File: src/rtl/swim_tx.sv
// SWIM low-speed transmitter: serialises one command or data frame onto the
// open-drain SWIM line, then waits for and samples the target ACK bit.
//
// state        | meaning
// S_IDLE       | line released, ready for a request
// S_LOW        | driving the low phase of the current bit
// S_HIGH       | released high phase of the current bit
// S_WAIT_ACK   | waiting for the target's falling edge, with timeout
// S_SAMPLE_ACK | counting to mid-bit, then sampling the ACK level
// S_DONE       | one-cycle result strobe
module swim_tx #(
   parameter int CYC_PER_UNIT = 6,
   parameter int UNITS_BIT    = 22,
   parameter int UNITS_SHORT  = 2,
   parameter int ACK_TIMEOUT  = 256
) (
   input  logic       clk,
   input  logic       reset,
   input  logic [7:0] in_data,
   input  logic       in_cmd,
   input  logic       in_valid,
   output logic       in_ready,
   output logic       swim_oe,
   input  logic       swim_in,
   output logic       ack_valid,
   output logic       ack,
   output logic       timeout
);

   localparam int LONG_CYC  = (UNITS_BIT - UNITS_SHORT) * CYC_PER_UNIT;
   localparam int SHORT_CYC = UNITS_SHORT * CYC_PER_UNIT;
   localparam int HALF_CYC  = (UNITS_BIT / 2) * CYC_PER_UNIT;
   localparam int TO_CYC    = ACK_TIMEOUT * CYC_PER_UNIT;
   localparam int BIT_CYC   = UNITS_BIT * CYC_PER_UNIT;
   localparam int BLANK_CYC = 3;
   localparam int CNT_MAX   = (TO_CYC > BIT_CYC) ? TO_CYC : BIT_CYC;
   localparam int CW        = $clog2(CNT_MAX + 1);

   localparam logic [CW-1:0] LONG_LAST  = CW'(LONG_CYC - 1);
   localparam logic [CW-1:0] SHORT_LAST = CW'(SHORT_CYC - 1);
   localparam logic [CW-1:0] HALF_LAST  = CW'(HALF_CYC - 1);
   localparam logic [CW-1:0] TO_LAST    = CW'(TO_CYC - 1);
   localparam logic [CW-1:0] BLANK_CNT  = CW'(BLANK_CYC);

   typedef enum logic [2:0] {
      S_IDLE,
      S_LOW,
      S_HIGH,
      S_WAIT_ACK,
      S_SAMPLE_ACK,
      S_DONE
   } state_t;

   state_t        state;
   logic [CW-1:0] cnt;
   logic [3:0]    bit_left;
   logic [9:0]    shreg;
   logic          sync_1;
   logic          sync_2;
   logic          sync_d;

   logic cur_bit;
   logic phase_end;
   logic fall_seen;

   assign cur_bit = shreg[9];

   // A 0 bit is a long low then short high; a 1 bit is the reverse.
   always_comb begin
      phase_end = 1'b0;
      case (state)
         S_LOW:   phase_end = cur_bit ? (cnt == SHORT_LAST) : (cnt == LONG_LAST);
         S_HIGH:  phase_end = cur_bit ? (cnt == LONG_LAST) : (cnt == SHORT_LAST);
         default: phase_end = 1'b0;
      endcase
   end

   // Blank the first few cycles so our own release cannot look like an ACK edge.
   assign fall_seen = sync_d & ~sync_2 & (cnt >= BLANK_CNT);

   always_ff @(posedge clk) begin
      if (reset) begin
         state     <= S_IDLE;
         cnt       <= '0;
         bit_left  <= '0;
         shreg     <= '0;
         sync_1    <= 1'b1;
         sync_2    <= 1'b1;
         sync_d    <= 1'b1;
         swim_oe   <= 1'b0;
         in_ready  <= 1'b1;
         ack_valid <= 1'b0;
         ack       <= 1'b0;
         timeout   <= 1'b0;
      end else begin
         sync_1    <= swim_in;
         sync_2    <= sync_1;
         sync_d    <= sync_2;
         ack_valid <= 1'b0;

         case (state)
            S_IDLE: begin
               cnt <= '0;
               if (in_valid && in_ready) begin
                  if (in_cmd) begin
                     shreg    <= {1'b0, in_data[2:0], ^in_data[2:0], 5'b0};
                     bit_left <= 4'd4;
                  end else begin
                     shreg    <= {1'b0, in_data, ^in_data};
                     bit_left <= 4'd9;
                  end
                  state    <= S_LOW;
                  swim_oe  <= 1'b1;
                  in_ready <= 1'b0;
               end
            end

            S_LOW: begin
               if (phase_end) begin
                  state   <= S_HIGH;
                  swim_oe <= 1'b0;
                  cnt     <= '0;
               end else begin
                  cnt <= cnt + 1'b1;
               end
            end

            S_HIGH: begin
               if (phase_end) begin
                  cnt <= '0;
                  if (bit_left == 4'd0) begin
                     state <= S_WAIT_ACK;
                  end else begin
                     state    <= S_LOW;
                     swim_oe  <= 1'b1;
                     shreg    <= {shreg[8:0], 1'b0};
                     bit_left <= bit_left - 1'b1;
                  end
               end else begin
                  cnt <= cnt + 1'b1;
               end
            end

            S_WAIT_ACK: begin
               swim_oe <= 1'b0;
               if (fall_seen) begin
                  state <= S_SAMPLE_ACK;
                  cnt   <= '0;
               end else if (cnt == TO_LAST) begin
                  state     <= S_DONE;
                  ack_valid <= 1'b1;
                  ack       <= 1'b0;
                  timeout   <= 1'b1;
                  cnt       <= '0;
               end else begin
                  cnt <= cnt + 1'b1;
               end
            end

            S_SAMPLE_ACK: begin
               if (cnt == HALF_LAST) begin
                  state     <= S_DONE;
                  ack_valid <= 1'b1;
                  ack       <= sync_2;
                  timeout   <= 1'b0;
                  cnt       <= '0;
               end else begin
                  cnt <= cnt + 1'b1;
               end
            end

            S_DONE: begin
               state    <= S_IDLE;
               in_ready <= 1'b1;
               cnt      <= '0;
            end

            default: begin
               state    <= S_IDLE;
               swim_oe  <= 1'b0;
               in_ready <= 1'b1;
               cnt      <= '0;
            end
         endcase
      end
   end

endmodule
File: config.mk
export PLATFORM = sky130hd
export DESIGN_NAME = swim_tx
export DESIGN_NICKNAME = d
export VERILOG_FILES = /design/src/rtl/swim_tx.sv
export SDC_FILE = /design/constraint.sdc
export NUM_CORES = 1
export LEC_CHECK = 0
export CAP_MARGIN = 5
export CORE_ASPECT_RATIO = 1.25
export CORE_MARGIN = 4
export CORE_UTILIZATION = 25
export CTS_BUF_LIST = sky130_fd_sc_hd__clkbuf_4 sky130_fd_sc_hd__clkbuf_8
export DETAILED_ROUTE_END_ITERATION = 7
export GPL_TIMING_DRIVEN = 0
export PLACE_DENSITY_LB_ADDON = 0.1
export SLEW_MARGIN = 20
export SYNTH_ARGS = -nofsm -noshare
export SYNTH_HDL_FRONTEND = slang
export SYNTH_SLANG_ARGS = --single-unit
File: constraint.sdc
create_clock -name clk -period 2.2 [get_ports clk]
set_input_delay 0.22 -clock clk [delete_from_list [all_inputs] [get_ports clk]]
set_output_delay 0.22 -clock clk [all_outputs]
set_load 0.03 [all_outputs]
Word-level counts from Yosys, hierarchy flattened
Index checks and enable logic that the tools add are counted.
Storage, ports and cells
  flip-flop bits (word level): 36
  input port bits: 13
  word-level logic and storage cells: 97
Cells by class
  add/sub/neg operators: 2
  order comparisons: 1
  eq/ne operators: 17
  multiplexer cells: 45
  bitwise logic cells: 5
  reduce and logical (&&, ||, !) cells: 15
Operators by type and width (number)
  2-to-1 mux 11 bit: 4
  one-hot mux 11 bit (3 select lines): 1
  2-to-1 mux 10 bit: 3
  == test 11 x 7 -> 1 bit, second input constant: 2
  one-hot mux 10 bit (2 select lines): 1
  2-to-1 mux 3 bit: 6
  2-to-1 mux 1 bit: 16
  2-to-1 mux 4 bit: 4
  one-hot mux 3 bit (5 select lines): 1
  != test 2 bit, second input constant: 7
  adder 11 x 1 -> 11 bit, second input constant: 1
  == test 11 bit, second input constant: 1
  == test 11 x 4 -> 1 bit, second input constant: 1
  >= comparator 11 x 2 -> 1 bit, second input constant: 1
  one-hot mux 1 bit (2 select lines): 5
  AND reduction 5 bit: 2
  2-to-1 mux 9 bit: 1
  one-hot mux 4 bit (2 select lines): 1
  AND reduction 4 bit: 2
  XOR reduction 8 bit: 1
  == test 3 x 2 -> 1 bit, second input constant: 2
  == test 3 bit, second input constant: 2
  logical NOT 4 bit: 1
  one-hot mux 1 bit (4 select lines): 1
  13 further kinds: 18

Depth between registers and ports, before layout
  word-level depth: 5
  depth in mapped cells: 8
  gate-level depth less buffers: 7

Worst setup path before layout
No wires, ideal clock.
  kind: register to register
  start: register cnt[7]
  end: register bit_left[0]
  setup time: 0.091 ns
  data arrival time: 2.299 ns
  setup slack: -0.190 ns
  stages on the path, launching flop included: 8
  buffers on the path: 2
  clock period less this slack: 2.390 ns
  cells stage by stage: dfxtp_1 or4_1 clkbuf_2 or4_4 a311oi_2 buf_6 a21oi_1 a311oi_1
Between the ends
  cells in the longest elaborated chain, start to end: 5
Ends and longest elaborated chain
  start, declared: line 55  | logic [CW-1:0] cnt;
  start signal, assigned: line 124  | cnt <= cnt + 1'b1;
  start signal, assigned: line 140  | cnt <= cnt + 1'b1;
  start signal, assigned: line 156  | cnt <= cnt + 1'b1;
  == test 11 x 4 -> 1 bit / == test 11 x 7 -> 1 bit (equally long branches): line 72, 73
  2-to-1 mux 1 bit (on tied branches): line 73, 72
  one-hot mux 1 bit (2 select lines) *: line 71  | case (state)
  != test 2 bit (no line) *
  AND reduction 4 bit (no line) *
  end signal, assigned: line 137  | bit_left <= bit_left - 1'b1;
  end, declared: line 56  | logic [3:0] bit_left;
Mark *: on every way between the ends. The rest lies on a longest branch, timed or not.
A chain may end at the register's enable or synchronous reset.

Final worst setup path
  start: register cnt[2]
  end: register shreg[6]
Between the ends
  cells in the longest elaborated chain, start to end: 5
Ends and longest elaborated chain
  == test 11 x 4 -> 1 bit / == test 11 x 7 -> 1 bit (equally long branches): line 72, 73
  2-to-1 mux 1 bit (on tied branches): line 73, 72
  one-hot mux 1 bit (2 select lines) *: line 71
  != test 2 bit (no line) *
  AND reduction 4 bit (no line) *
  end signal, assigned: line 106  | shreg <= {1'b0, in_data[2:0], ^in_data[2:0], 5'b0};
  end signal, assigned: line 109  | shreg <= {1'b0, in_data, ^in_data};
  end signal, assigned: line 136  | shreg <= {shreg[8:0], 1'b0};
  end, declared: line 57  | logic [9:0] shreg;
Marked as above.

==> impl_metrics.toml <==
[status]
status = "finished with violations"
violations = "negative setup slack"

[timing]
max_freq_ghz = 0.407
maxSlewViolCount = 0
setup_slack_ns = -0.260
min_period_ns = 2.46
setup_viol = 29
timing.slew.headroom_pct = 51.8
rsz0062_at_grt = "true"
skew_ns = 0.00803
fin_crit_sh_pct = 112
finalHoldViolCount = 0
tightest_slew_ns = 0.720

[grt]
grt_pass1_wl_mm = 9.48
overflow = 0
antenna_found_initial = 0
grt_max_degree = 13
grt_pass1_vias = 1892
track_usage_pct = 12.8

[pwr]
clkPwrFrac_pct = 20.8
power.density_nw_per_um2 = 984
comb_power_share_pct = 49.9
p_int_mw = 1.83
p_switching_mw = 1.07
leakage_nw = 1.09
switching_share_pct = 36.9
pwr-share-seq_pct = 29.2
power_mw = 2.90
vdd_drop_max_v = 0.000365

[critical_path]
crit_path_start_kind = "flop"
critPathKind = "reg -> reg"
critPathRequiredTime_ns = 2.37
cp_max_fo = 6
end_kind = "flop"
arrival_ns = 2.63

[drt]
ant_nets = 0
drt_iter0_drc = 63
post_drt_wl_per_cell_um = 14.8
dr.pass1.iters = 4
via_count = 1890
highest_layer = "met4"
route.met3.wl_um = 142
viasPerCell = 4.90
drcViolationCount = 0
postRouteWirelength_mm = 5.71
m1WireLength_mm = 2.52
route.met2.wl_mm = 2.91

[place]
numPortBuffers = 16
place.gp.congestion = 0.753
post-dp-hpwl_mm = 3.84

[floorplanning]
die_area_um2 = 9530
dieWidth_um = 88.1
die-height_um = 108
core_um2 = 7790
ioPinCount = 18
start_util_pct = 25.8
rows = 36

[clock_tree]
cts.htree.levels = 2
insertion_delay_ns = 0.29
cts_tree = "built"
clock-sinks = 36
cts_root_buffer = "clkbuf_8"
cts_buffers = 5
ctsHoldBuffers = 0
path_clk_slew_ns = 0.08
cts_buffer_depth = 2

[logic_synthesis]
yosysUniqueCellTypes = 51
syn_avg_cell_area_um2 = 8.36
ys_seq_area_share_pct = 35.9
yosysWarnings = 0
synth_seq_cells = 36
synth_ff_type = "dfxtp_1"
synth_edf_count = 0
netlist_area_um2 = 2010
synth_fp_nets = 257
async_reset_ff_share_pct = 0
netlist_instances = 240

[job]
drv_cap = 0

[layout]
final.fill_count = 825
drive_gt1_share_pct = 32.0
antenna_cells = 0
finalNetCount = 307
finish.utilization_pct = 37.8
area_growth_pct = 46.9

[hold_path]
hold_path_class = "reg -> reg"
placed cells by master, fill, tap and decap left out, types with 5 or more instances in the layout:
cell / n
buf_4: 16
o21ai_0: 5
a21oi_1: 17
and3_1: 5
nand3_1: 6
xnor2_1: 8
nor2_1: 26
nor2_2: 5
clkdlybuf4s50_1: 16
clkbuf_1: 6
mux2i_1: 8
dfxtp_1: 31
clkbuf_8: 5
buf_6: 14
nand2_1: 11
inv_1: 9
nand2b_1: 9
power groups by stage:
| stage | Combinational [mW] | Clock, mW | Sequential [mW] |
|---|---|---|---|
| 6_report | 1.45 | 0.605 | 0.848 |
| 5_1_grt | 1.58 | 0.660 | 0.866 |
| 4_1_cts | 1.28 | 0.635 | 0.844 |
| 3_5_place_dp | 0.964 | 0 | 0.854 |
| 3_3_place_gp | 0.963 | 0 | 0.852 |
| 2_1_floorplan | 0.701 | 0 | 0.851 |
logic make-up (layout without fill, tap and decap cells):
kind of cell | Yosys count | count (layout) | synth area share (%)
simple gates | 102 | 102 | 27.2
xor+xnor | 14 | 14 | 7.54
mux | 9 | 9 | 4.49
flops | 36 | 36 | 35.9
compound gates | 52 | 52 | 17.5
buf+inv | 23 | 74 | 4.80
fa+ha+maj | 4 | 4 | 2.49
metrics by stage:
stage	area (µm²)	hold slack (ns)	cells	setup TNS, ns	setup slack (ns)
floorplan	2020	0.324	240	-2.08	-0.189
global placement	2300	0.409	351	-9.75	-0.451
detailed placement	2310	0.399	351	-9.72	-0.441
CTS	2760	0.423	374	-6.85	-0.334
global route	2950	0.455	386	-7.86	-0.379
finish	2950	0.418	386	-5.10	-0.260
critical path, cell delays in order (launching register included):
cell	delay, ns
dfxtp_4	0.37
or4_4	0.56
or4_4	0.56
a311oi_4	0.31
buf_6	0.16
buf_8	0.13
mux2i_1	0.20
nor2_1	0.05
path summary, 6_finish.rpt:
check / slack [ns] / from / to / cells past startpoint
min reg2reg: 0.42 / sync_1$_SDFF_PP1_ / sync_2$_SDFF_PP1_ / 1
max: -0.26 / cnt[2]$_SDFF_PP0_ / shreg[6]$_SDFFE_PP0P_ / 7
max reg2reg: -0.26 / cnt[2]$_SDFF_PP0_ / shreg[6]$_SDFFE_PP0P_ / 7
min: 0.42 / sync_1$_SDFF_PP1_ / sync_2$_SDFF_PP1_ / 1
per-layer routing:
layer / global-route usage [%] / vias up
met3: 2.44 / 12
met2: 21.7 / 22
met1: 16.0 / 901
li1: - / 955
met5: 0 / -
met4: 4.54 / 0
registers in the layout, indices dropped and copies added (netlist names):
name / cells
swim_oe: 1
sync_1: 1
state: 3
cnt: 11
sync_d: 1
ack: 1
timeout: 1
sync_2: 1
in_ready: 1
bit_left: 4
ack_valid: 1
shreg: 10
repair_timing:
| item | in CTS | in global routing |
|---|---|---|
| pin swaps | 16 | 18 |
| gates resized for setup | 40 | 36 |
| endpoints found under the setup margin | 30 | 30 |
| setup buffers | 14 | 15 |
| hold endpoints to repair | 0 | 0 |
| gates cloned | 3 | 0 |
area by class of cell:
type / instances / area (µm²) / area share (%)
Multi-Input combinational cell: 181 / 1440 / 48.8
Sequential cell: 36 / 729 / 24.7
Clock buffer: 5 / 68.8 / 2.33
Buffer: 11 / 62.6 / 2.12
Tap cell: 95 / 119 / 4.03
Timing Repair Buffer: 46 / 454 / 15.4
Clock inverter: 3 / 42.5 / 1.44
Inverter: 9 / 33.8 / 1.15
synthesized netlist by cell type (5+ instances only):
master | count | area [µm²]
nand2_1 | 12 | 45.0
nor2_1 | 32 | 120
clkbuf_1 | 10 | 37.5
nor3_1 | 7 | 35.0
and3_1 | 5 | 31.3
dfxtp_1 | 36 | 721
o21ai_0 | 6 | 30.0
mux2i_1 | 9 | 90.1
nand2b_1 | 9 | 56.3
xnor2_1 | 8 | 70.1
a21oi_1 | 19 | 95.1
nand3_1 | 8 | 40.0
a211oi_1 | 5 | 37.5
inv_1 | 9 | 33.8
Note: power is estimated with default switching activity, not from simulation.
